$ cat src/rtl/gray_monitor_pkg.sv
`default_nettype none
// ============================================================================
//  Module      : gray_monitor_pkg
//  Description : Shared definitions for the Gray-code monitor slice.
//                - Default code width, shared with the upstream Gray counter.
//                - Fault cause codes reported on ErrCode.
//                - Monitor state encoding.
//  Revision    : 1.0 - initial release
// ============================================================================
package gray_monitor_pkg;

  // Code width of the upstream Gray counter; the monitor must match it.
  localparam int GRAY_WIDTH = 3;

  // Fault causes, in the order the checks are prioritised.
  typedef enum logic [1:0] {
    ERR_NONE     = 2'b00,
    ERR_MULTIBIT = 2'b01,
    ERR_SEQ      = 2'b10,
    ERR_OVF      = 2'b11
  } err_code_t;

  // SYNC  : first sample after reset/resync, taken without checking.
  // TRACK : every sample is checked against the previous one.
  // FAULT : sticky; only Clear or Reset leave it.
  typedef enum logic [1:0] {
    ST_SYNC  = 2'd0,
    ST_TRACK = 2'd1,
    ST_FAULT = 2'd2
  } state_t;

endpackage : gray_monitor_pkg
`default_nettype wire

$ cat src/rtl/gray_monitor_if.sv
`default_nettype none
// ============================================================================
//  Module      : gray_monitor_if
//  Description : Bus between the upstream Gray counter side and the monitor.
//                Ports:
//                  Gray      - Gray code from the counter
//                  En        - counter enable (same signal the counter sees)
//                  Overflow  - sticky overflow flag from the counter
//                  Binary    - registered binary decode of last good sample
//                  Valid     - Binary holds a checked sample
//                  WrapCount - saturating count of observed wraps
//                  Error     - sticky fault flag
//                  ErrCode   - fault cause
//                Modports: master drives the counter-side signals, slave is
//                the monitor.
//  Revision    : 1.0 - initial release
// ============================================================================
interface gray_monitor_if #(
  parameter int WIDTH  = 3,
  parameter int WRAP_W = 8
);

  logic [WIDTH-1:0]  Gray;
  logic              En;
  logic              Overflow;
  logic [WIDTH-1:0]  Binary;
  logic              Valid;
  logic [WRAP_W-1:0] WrapCount;
  logic              Error;
  logic [1:0]        ErrCode;

  modport master (
    output Gray,
    output En,
    output Overflow,
    input  Binary,
    input  Valid,
    input  WrapCount,
    input  Error,
    input  ErrCode
  );

  modport slave (
    input  Gray,
    input  En,
    input  Overflow,
    output Binary,
    output Valid,
    output WrapCount,
    output Error,
    output ErrCode
  );

endinterface : gray_monitor_if
`default_nettype wire

$ cat src/rtl/gray_monitor_gray2bin.sv
`default_nettype none
// ============================================================================
//  Module      : gray_monitor_gray2bin
//  Description : Purely combinational Gray-to-binary decoder.
//                Binary[i] is the XOR of Gray[WIDTH-1:i].
//                Ports:
//                  Gray   - Gray code in
//                  Binary - binary value out
//  Revision    : 1.0 - initial release
// ============================================================================
module gray_monitor_gray2bin
  import gray_monitor_pkg::*;
#(
  parameter int WIDTH = GRAY_WIDTH
) (
  input  wire logic [WIDTH-1:0] Gray,
  output logic      [WIDTH-1:0] Binary
);

  for (genvar i = 0; i < WIDTH; i++) begin : g_bit
    assign Binary[i] = ^Gray[WIDTH-1:i];
  end

endmodule : gray_monitor_gray2bin
`default_nettype wire

$ cat src/rtl/gray_monitor.sv
`default_nettype none
// ============================================================================
//  Module      : gray_monitor
//  Description : On-chip checker and binary-side consumer of a Gray counter.
//                Decodes each Gray sample, verifies it against the previous
//                sample and the previous enable, counts 7->0 wraps and checks
//                the first wrap against the counter's sticky Overflow flag.
//                Any violation latches a sticky fault with a cause code.
//                Ports:
//                  Clk   - rising-edge clock shared with the counter
//                  Reset - asynchronous active-low reset
//                  Clear - synchronous resync, pulsed with the counter reset
//                  bus   - gray_monitor_if slave (Gray/En/Overflow in,
//                          Binary/Valid/WrapCount/Error/ErrCode out)
//                WIDTH and WRAP_W must match the parameters of the bus.
//  Revision    : 1.0 - initial release
// ============================================================================
module gray_monitor
  import gray_monitor_pkg::*;
#(
  parameter int WIDTH  = GRAY_WIDTH,
  parameter int WRAP_W = 8
) (
  input  wire logic     Clk,
  input  wire logic     Reset,
  input  wire logic     Clear,
  gray_monitor_if.slave bus
);

  localparam logic [WIDTH-1:0]  c_bin_one  = WIDTH'(1);
  localparam logic [WRAP_W-1:0] c_wrap_one = WRAP_W'(1);

  // --------------------------------------------------------------------------
  // State and history registers
  // --------------------------------------------------------------------------
  state_t            r_state;
  logic [WIDTH-1:0]  r_binary;
  logic              r_valid;
  logic [WRAP_W-1:0] r_wrap_cnt;
  logic              r_error;
  err_code_t         r_err_code;
  logic [WIDTH-1:0]  r_prev_gray;
  logic              r_prev_en;
  logic              r_ovf_d;

  // Next-state values
  state_t            w_state_nxt;
  logic [WIDTH-1:0]  w_binary_nxt;
  logic              w_valid_nxt;
  logic [WRAP_W-1:0] w_wrap_nxt;
  logic              w_error_nxt;
  err_code_t         w_err_code_nxt;
  logic              w_hist_upd;

  // --------------------------------------------------------------------------
  // Decoders: current sample and the sample taken at the previous edge
  // --------------------------------------------------------------------------
  logic [WIDTH-1:0] w_cur_bin;
  logic [WIDTH-1:0] w_prev_bin;

  gray_monitor_gray2bin #(.WIDTH(WIDTH)) u_dec_cur (
    .Gray   (bus.Gray),
    .Binary (w_cur_bin)
  );

  gray_monitor_gray2bin #(.WIDTH(WIDTH)) u_dec_prev (
    .Gray   (r_prev_gray),
    .Binary (w_prev_bin)
  );

  // --------------------------------------------------------------------------
  // Check terms
  // --------------------------------------------------------------------------
  logic [WIDTH-1:0] w_gray_diff;
  logic             w_multibit;
  logic [WIDTH-1:0] w_exp_bin;
  logic             w_seq_bad;
  logic             w_wrap;
  logic             w_first_wrap;
  logic             w_ovf_rise;
  logic             w_ovf_fall;
  logic             w_ovf_bad;
  logic             w_wrap_sat;

  assign w_gray_diff = bus.Gray ^ r_prev_gray;
  // Clearing the lowest set bit leaves something only when two or more bits
  // changed.
  assign w_multibit  = |(w_gray_diff & (w_gray_diff - c_bin_one));

  // The counter advanced at the previous edge exactly when En was high there.
  assign w_exp_bin   = r_prev_en ? (w_prev_bin + c_bin_one) : w_prev_bin;
  assign w_seq_bad   = (w_cur_bin != w_exp_bin);

  assign w_wrap       = r_prev_en & (&w_prev_bin);
  // Only the first wrap since resync may (and must) raise the sticky flag.
  assign w_first_wrap = w_wrap & (r_wrap_cnt == '0);
  assign w_ovf_rise   = bus.Overflow & ~r_ovf_d;
  assign w_ovf_fall   = r_ovf_d & ~bus.Overflow;
  // A rise without a first wrap, a first wrap without a rise, or any fall.
  assign w_ovf_bad    = (w_ovf_rise ^ w_first_wrap) | w_ovf_fall;

  assign w_wrap_sat   = &r_wrap_cnt;

  // --------------------------------------------------------------------------
  // Next-state / output logic
  // --------------------------------------------------------------------------
  always_comb begin
    w_state_nxt    = r_state;
    w_binary_nxt   = r_binary;
    w_valid_nxt    = r_valid;
    w_wrap_nxt     = r_wrap_cnt;
    w_error_nxt    = r_error;
    w_err_code_nxt = r_err_code;
    w_hist_upd     = 1'b0;

    case (r_state)
      ST_SYNC: begin
        w_binary_nxt = w_cur_bin;
        w_valid_nxt  = 1'b1;
        w_hist_upd   = 1'b1;
        w_state_nxt  = ST_TRACK;
      end

      ST_TRACK: begin
        w_hist_upd = 1'b1;
        if (w_multibit || w_seq_bad || w_ovf_bad) begin
          // Binary keeps the last good value; the offending sample is dropped.
          w_state_nxt = ST_FAULT;
          w_error_nxt = 1'b1;
          if (w_multibit) begin
            w_err_code_nxt = ERR_MULTIBIT;
          end else if (w_seq_bad) begin
            w_err_code_nxt = ERR_SEQ;
          end else begin
            w_err_code_nxt = ERR_OVF;
          end
        end else begin
          w_binary_nxt = w_cur_bin;
          if (w_wrap && !w_wrap_sat) begin
            w_wrap_nxt = r_wrap_cnt + c_wrap_one;
          end
        end
      end

      ST_FAULT: begin
        // Everything frozen until Clear or Reset.
      end

      default: begin
        w_state_nxt = ST_SYNC;
      end
    endcase
  end

  // --------------------------------------------------------------------------
  // Registers
  // --------------------------------------------------------------------------
  always_ff @(posedge Clk or negedge Reset) begin
    if (!Reset) begin
      r_state     <= ST_SYNC;
      r_binary    <= '0;
      r_valid     <= 1'b0;
      r_wrap_cnt  <= '0;
      r_error     <= 1'b0;
      r_err_code  <= ERR_NONE;
      r_prev_gray <= '0;
      r_prev_en   <= 1'b0;
      r_ovf_d     <= 1'b0;
    end else if (Clear) begin
      // Resync discards all history, matching the counter's own reset.
      r_state     <= ST_SYNC;
      r_binary    <= '0;
      r_valid     <= 1'b0;
      r_wrap_cnt  <= '0;
      r_error     <= 1'b0;
      r_err_code  <= ERR_NONE;
      r_prev_gray <= '0;
      r_prev_en   <= 1'b0;
      r_ovf_d     <= 1'b0;
    end else begin
      r_state    <= w_state_nxt;
      r_binary   <= w_binary_nxt;
      r_valid    <= w_valid_nxt;
      r_wrap_cnt <= w_wrap_nxt;
      r_error    <= w_error_nxt;
      r_err_code <= w_err_code_nxt;
      if (w_hist_upd) begin
        r_prev_gray <= bus.Gray;
        r_prev_en   <= bus.En;
        r_ovf_d     <= bus.Overflow;
      end
    end
  end

  // --------------------------------------------------------------------------
  // Outputs
  // --------------------------------------------------------------------------
  assign bus.Binary    = r_binary;
  assign bus.Valid     = r_valid;
  assign bus.WrapCount = r_wrap_cnt;
  assign bus.Error     = r_error;
  assign bus.ErrCode   = r_err_code;

endmodule : gray_monitor
`default_nettype wire

$ cat src/flat_wrapper.sv
// flat-port wrapper written by rule: the top's interface ports become plain ports
module gray_monitor_flat import gray_monitor_pkg::*;
#(
  parameter int WIDTH  = GRAY_WIDTH,
  parameter int WRAP_W = 8
)
  (Clk, Reset, Clear, bus_Gray, bus_En, bus_Overflow, bus_Binary, bus_Valid, bus_WrapCount, bus_Error, bus_ErrCode);
  gray_monitor_if #(.WIDTH(WIDTH), .WRAP_W(WRAP_W)) bus_i ();
  input  wire logic Clk;
  input  wire logic Reset;
  input  wire logic Clear;
  input wire logic [$bits(bus_i.Gray)-1:0] bus_Gray;
  input wire logic [$bits(bus_i.En)-1:0] bus_En;
  input wire logic [$bits(bus_i.Overflow)-1:0] bus_Overflow;
  output wire logic [$bits(bus_i.Binary)-1:0] bus_Binary;
  output wire logic [$bits(bus_i.Valid)-1:0] bus_Valid;
  output wire logic [$bits(bus_i.WrapCount)-1:0] bus_WrapCount;
  output wire logic [$bits(bus_i.Error)-1:0] bus_Error;
  output wire logic [$bits(bus_i.ErrCode)-1:0] bus_ErrCode;
  assign bus_i.Gray = bus_Gray;
  assign bus_i.En = bus_En;
  assign bus_i.Overflow = bus_Overflow;
  assign bus_Binary = bus_i.Binary;
  assign bus_Valid = bus_i.Valid;
  assign bus_WrapCount = bus_i.WrapCount;
  assign bus_Error = bus_i.Error;
  assign bus_ErrCode = bus_i.ErrCode;
  gray_monitor #(.WIDTH(WIDTH), .WRAP_W(WRAP_W)) u_core (.Clk(Clk), .Reset(Reset), .Clear(Clear), .bus(bus_i));
endmodule
$ cat config.mk
export PLATFORM = sky130hd
export DESIGN_NAME = gray_monitor_flat
export DESIGN_NICKNAME = d
export VERILOG_FILES = /design/src/rtl/gray_monitor_pkg.sv /design/src/rtl/gray_monitor_if.sv /design/src/rtl/gray_monitor_gray2bin.sv /design/src/rtl/gray_monitor.sv /design/src/flat_wrapper.sv
export SDC_FILE = /design/constraint.sdc
export NUM_CORES = 1
export LEC_CHECK = 0
export CORE_MARGIN = 2
export CORE_UTILIZATION = 56
export CTS_CLUSTER_DIAMETER = 200
export CTS_CLUSTER_SIZE = 40
export DETAILED_ROUTE_END_ITERATION = 10
export PLACE_DENSITY = 0.89
export SETUP_SLACK_MARGIN = 0.4
export SYNTH_ARGS = -nofsm -noshare
export SYNTH_HDL_FRONTEND = slang
export SYNTH_HIERARCHICAL = 1
export SYNTH_SLANG_ARGS = --single-unit
$ cat constraint.sdc
create_clock -name Clk -period 6.7 [get_ports Clk]
set_clock_uncertainty 0.2 [all_clocks]
set_input_delay 1.34 -clock Clk [delete_from_list [all_inputs] [get_ports Clk]]
set_output_delay 1.34 -clock Clk [all_outputs]
set_load 0.02 [all_outputs]
==> qor.txt <==
Worst-Skew Late Latency -> 0.29 ns
sequential element share of the synthesized area -> 41.55%
Placer Congestion -> 0.8463
slowest cell on the critical path -> clkdlybuf4s50_1
CTS tree -> yes
Worst Path Max Fanout -> 12
initial antenna violation count -> 0
CTS sink cnt -> 22
worst hold path class -> register to register
Initial DRT Pass Iterations -> 4
M1 GR Usage -> 27.16%
Crit path buffers/inverters -> 1
vias in the first global route -> 984
number of fill cells in the layout -> 165
First DRT Iteration DRCs -> 26
CP delay by family, top -> simple AND/OR/NAND/NOR gates
Mapped Nets -> 145
Worst Path Required -> 6.68 ns
WL/cell -> 14.14 um
Post-CTS Resized -> 0
Top FF cell, synth -> dfrtp_1
Final Cell Area -> 0.001569 mm2
max_slew headroom -> 36.06%
Slew @ Worst Pin -> 0.9561 ns
setup TNS -> 0 ns
setup slack, reg-to-reg -> 3.40 ns
Peak VDD IR -> 153.4 uV
final period demand of the worst path -> 4.208 ns
H-tree levels -> 1
CTS Buffer Depth -> 2
Detail Placement HPWL -> 1.832 mm
yosys warns -> 6
GRT Total Usage -> 21.26%
# nets final -> 166
total of max-cap violations -> 0
area delta synth->final -> 18.41%
minimum hold slack -> 0.3292 ns
Fin. Hold Viols -> 0
Top Ports -> 23
Synth cell types -> 31
CP Launch Type -> input pin
share of cells above drive strength 1 -> 6.579%
Most Used Layer, Global Route -> met2
vias per cell -> 5.667
Post-Synthesis Cells -> 133
register area -> 550.5 um2
ant diodes -> 0
Post-Syn Area -> 0.001325 mm2
Critical Path Sink Type -> register
first-pass GRT wire length -> 4.353 mm
Tot Pwr -> 304.5 uW
flops & latches, synth -> 22
Post-synth EDFFs -> 0
status -> complete, no violations
IO Port Bufs -> 22
DR vias -> 1020
grt met2 use -> 36.04%
DRC viols -> 0
Routed WL -> 2.545 mm
Critical Path Max Stage Delay -> 0.54 ns
Clock Tree Root -> clkbuf_4
share of the synthesized area in the top cell type -> 41.55%
P per Cell Area -> 194.0 mW/mm2
initial cell density of the core -> 59.33%
worst-path cell chain -> clkdlybuf4s50_1 > xor3_1 > xor2_1 > or3_1 > a21oi_2 > nand4_1 > nor4_2 > mux2_1
Area after DPL -> 0.001546 mm2
chip width -> 52.64 um
Pins Over Slew Limit -> 0
grt total ovfl -> 0
largest net degree at the start of global routing -> 28
Max Fclk -> 237.6 MHz
postcts setup bufs -> 0
Worst-path clk slew -> 0.11 ns
FP Rows -> 17
die height -> 52.64 um
multi-input logic area -> 718.2 um2
Num CTS Buffers -> 3
antenna viol nets, final -> 0
die area -> 0.002771 mm2
LEAKAGE -> 0.6903 nW
leading area contributor after synthesis -> dfrtp_1
synth top area cells -> dfrtp_1 (42%), mux2i_1 (7.6%), nor2_1 (5.1%)
met3 usage -> 6.000%
final worst-path cycle share -> 62.81%
Data arrival, critical path -> 4.19 ns
RSZ-0062 raised after global routing -> no
Setup Viol. Count Final -> 0
Mean Syn Cell Area -> 9.963 um2
core area -> 0.002233 mm2
async set-or-reset flop fraction in the synthesized netlist -> 100.0%
Crit Path Category -> input pin to register
hold buffers post-CTS -> 0
==> layer usage <==
layer,wire length [um],share of wire [%]
met4,16,0.63
met1,1166,46
met2,1220,48
met3,141,5.5
met5,0,0
==> stage by stage <==
step | instances | util [%] | worst slack (ns)
6_report | 180 | 70.25 | 2.492
5_1_grt | 180 | 70.25 | 2.340
4_1_cts | 180 | 70.25 | 2.504
3_5_place_dp | 177 | 69.24 | 2.184
3_3_place_gp | 177 | 69.24 | 2.294
2_1_floorplan | 133 | - | 3.146
==> final cells by class <==
type | instances | share of cell area, %
clock buffer | 3 | 1.435
inverter | 6 | 1.435
multi-input combinational | 99 | 45.77
sequential | 22 | 35.09
tap | 28 | 2.233
timing repair buffer | 22 | 14.04
==> state kept, by name (all words and copies together) (netlist names) <==
| signal | count |
|---|---|
| u_core/r_state | 2 |
| u_core/bus.Error | 1 |
| u_core/bus.ErrCode | 2 |
| u_core/r_prev_gray | 3 |
| u_core/bus.Valid | 1 |
| u_core/bus.Binary | 3 |
| u_core/r_ovf_d | 1 |
| u_core/r_prev_en | 1 |
| u_core/bus.WrapCount | 8 |
==> layout by cell type (no fill, tap or decap) <==
cell,n
and4_1,2
ha_1,4
a211oi_1,2
a41oi_1,1
nand3_1,5
o21ai_0,6
mux2_2,1
maj3_2,1
inv_1,6
a31oi_1,1
nand2_2,1
nor2b_1,6
a21oi_1,4
mux2_1,2
xor3_1,2
dfrtp_1,22
a21oi_2,1
xor2_1,7
xnor2_1,3
nand4_1,2
or4_1,3
mux2i_1,10
clkdlybuf4s50_1,22
or3_1,2
nand2b_1,5
nor4_2,3
clkbuf_4,3
nor3_1,2
nor2_1,18
nand2_1,5
==> where the power goes <==
group | internal, mW | switching, mW | total [mW]
Clock | 0.0209 | 0.0343 | 0.0552
Sequential | 0.144 | 0.0123 | 0.156
Combinational | 0.0456 | 0.0476 | 0.0931
==> final timing paths <==
| check | startpoint | endpoint | depth (start not counted) |
|---|---|---|---|
| worst min register to register | u_core/bus.Error | u_core/bus.Error | 2 |
| min in group asynchronous | Reset | u_core/bus.Error | 1 |
| worst min-delay path | u_core/bus.Error | u_core/bus.Error | 2 |
| worst max register to register | u_core/r_prev_gray[1] | u_core/bus.WrapCount[5] | 9 |
| worst max-delay path | bus_Gray[1] | u_core/bus.WrapCount[5] | 8 |
| max in group asynchronous | Reset | u_core/bus.WrapCount[2] | 1 |
==> tightest hold or removal path, cell delays in order, from the launching register on <==
cell	delay, ns
dfrtp_1	0.39
inv_1	0.06
a21oi_1	0.05
==> Yosys cell counts, types with 3 or more instances <==
master    instances
ha_1              4
or4_1             3
nand3_1           5
nand2_1           5
xnor2_1           3
inv_1             6
nor2b_1           6
dfrtp_1          22
nor4_2            3
mux2i_1          10
nand2b_1          5
xor2_1            7
buf_4             3
o21ai_0           6
nor2_1           18
a21oi_1           4
==> cell families after synthesis <==
| group | count (synthesis) | share of synthesized area, % |
|---|---|---|
| buf+inv | 12 | 4.249 |
| mux | 13 | 10.10 |
| flops | 22 | 41.55 |
| compound gates | 15 | 6.705 |
| fa+ha+maj | 5 | 4.627 |
| simple gates | 54 | 22.57 |
| xor+xnor | 12 | 10.20 |
No activity file was read; power rests on OpenSTA's default activity.
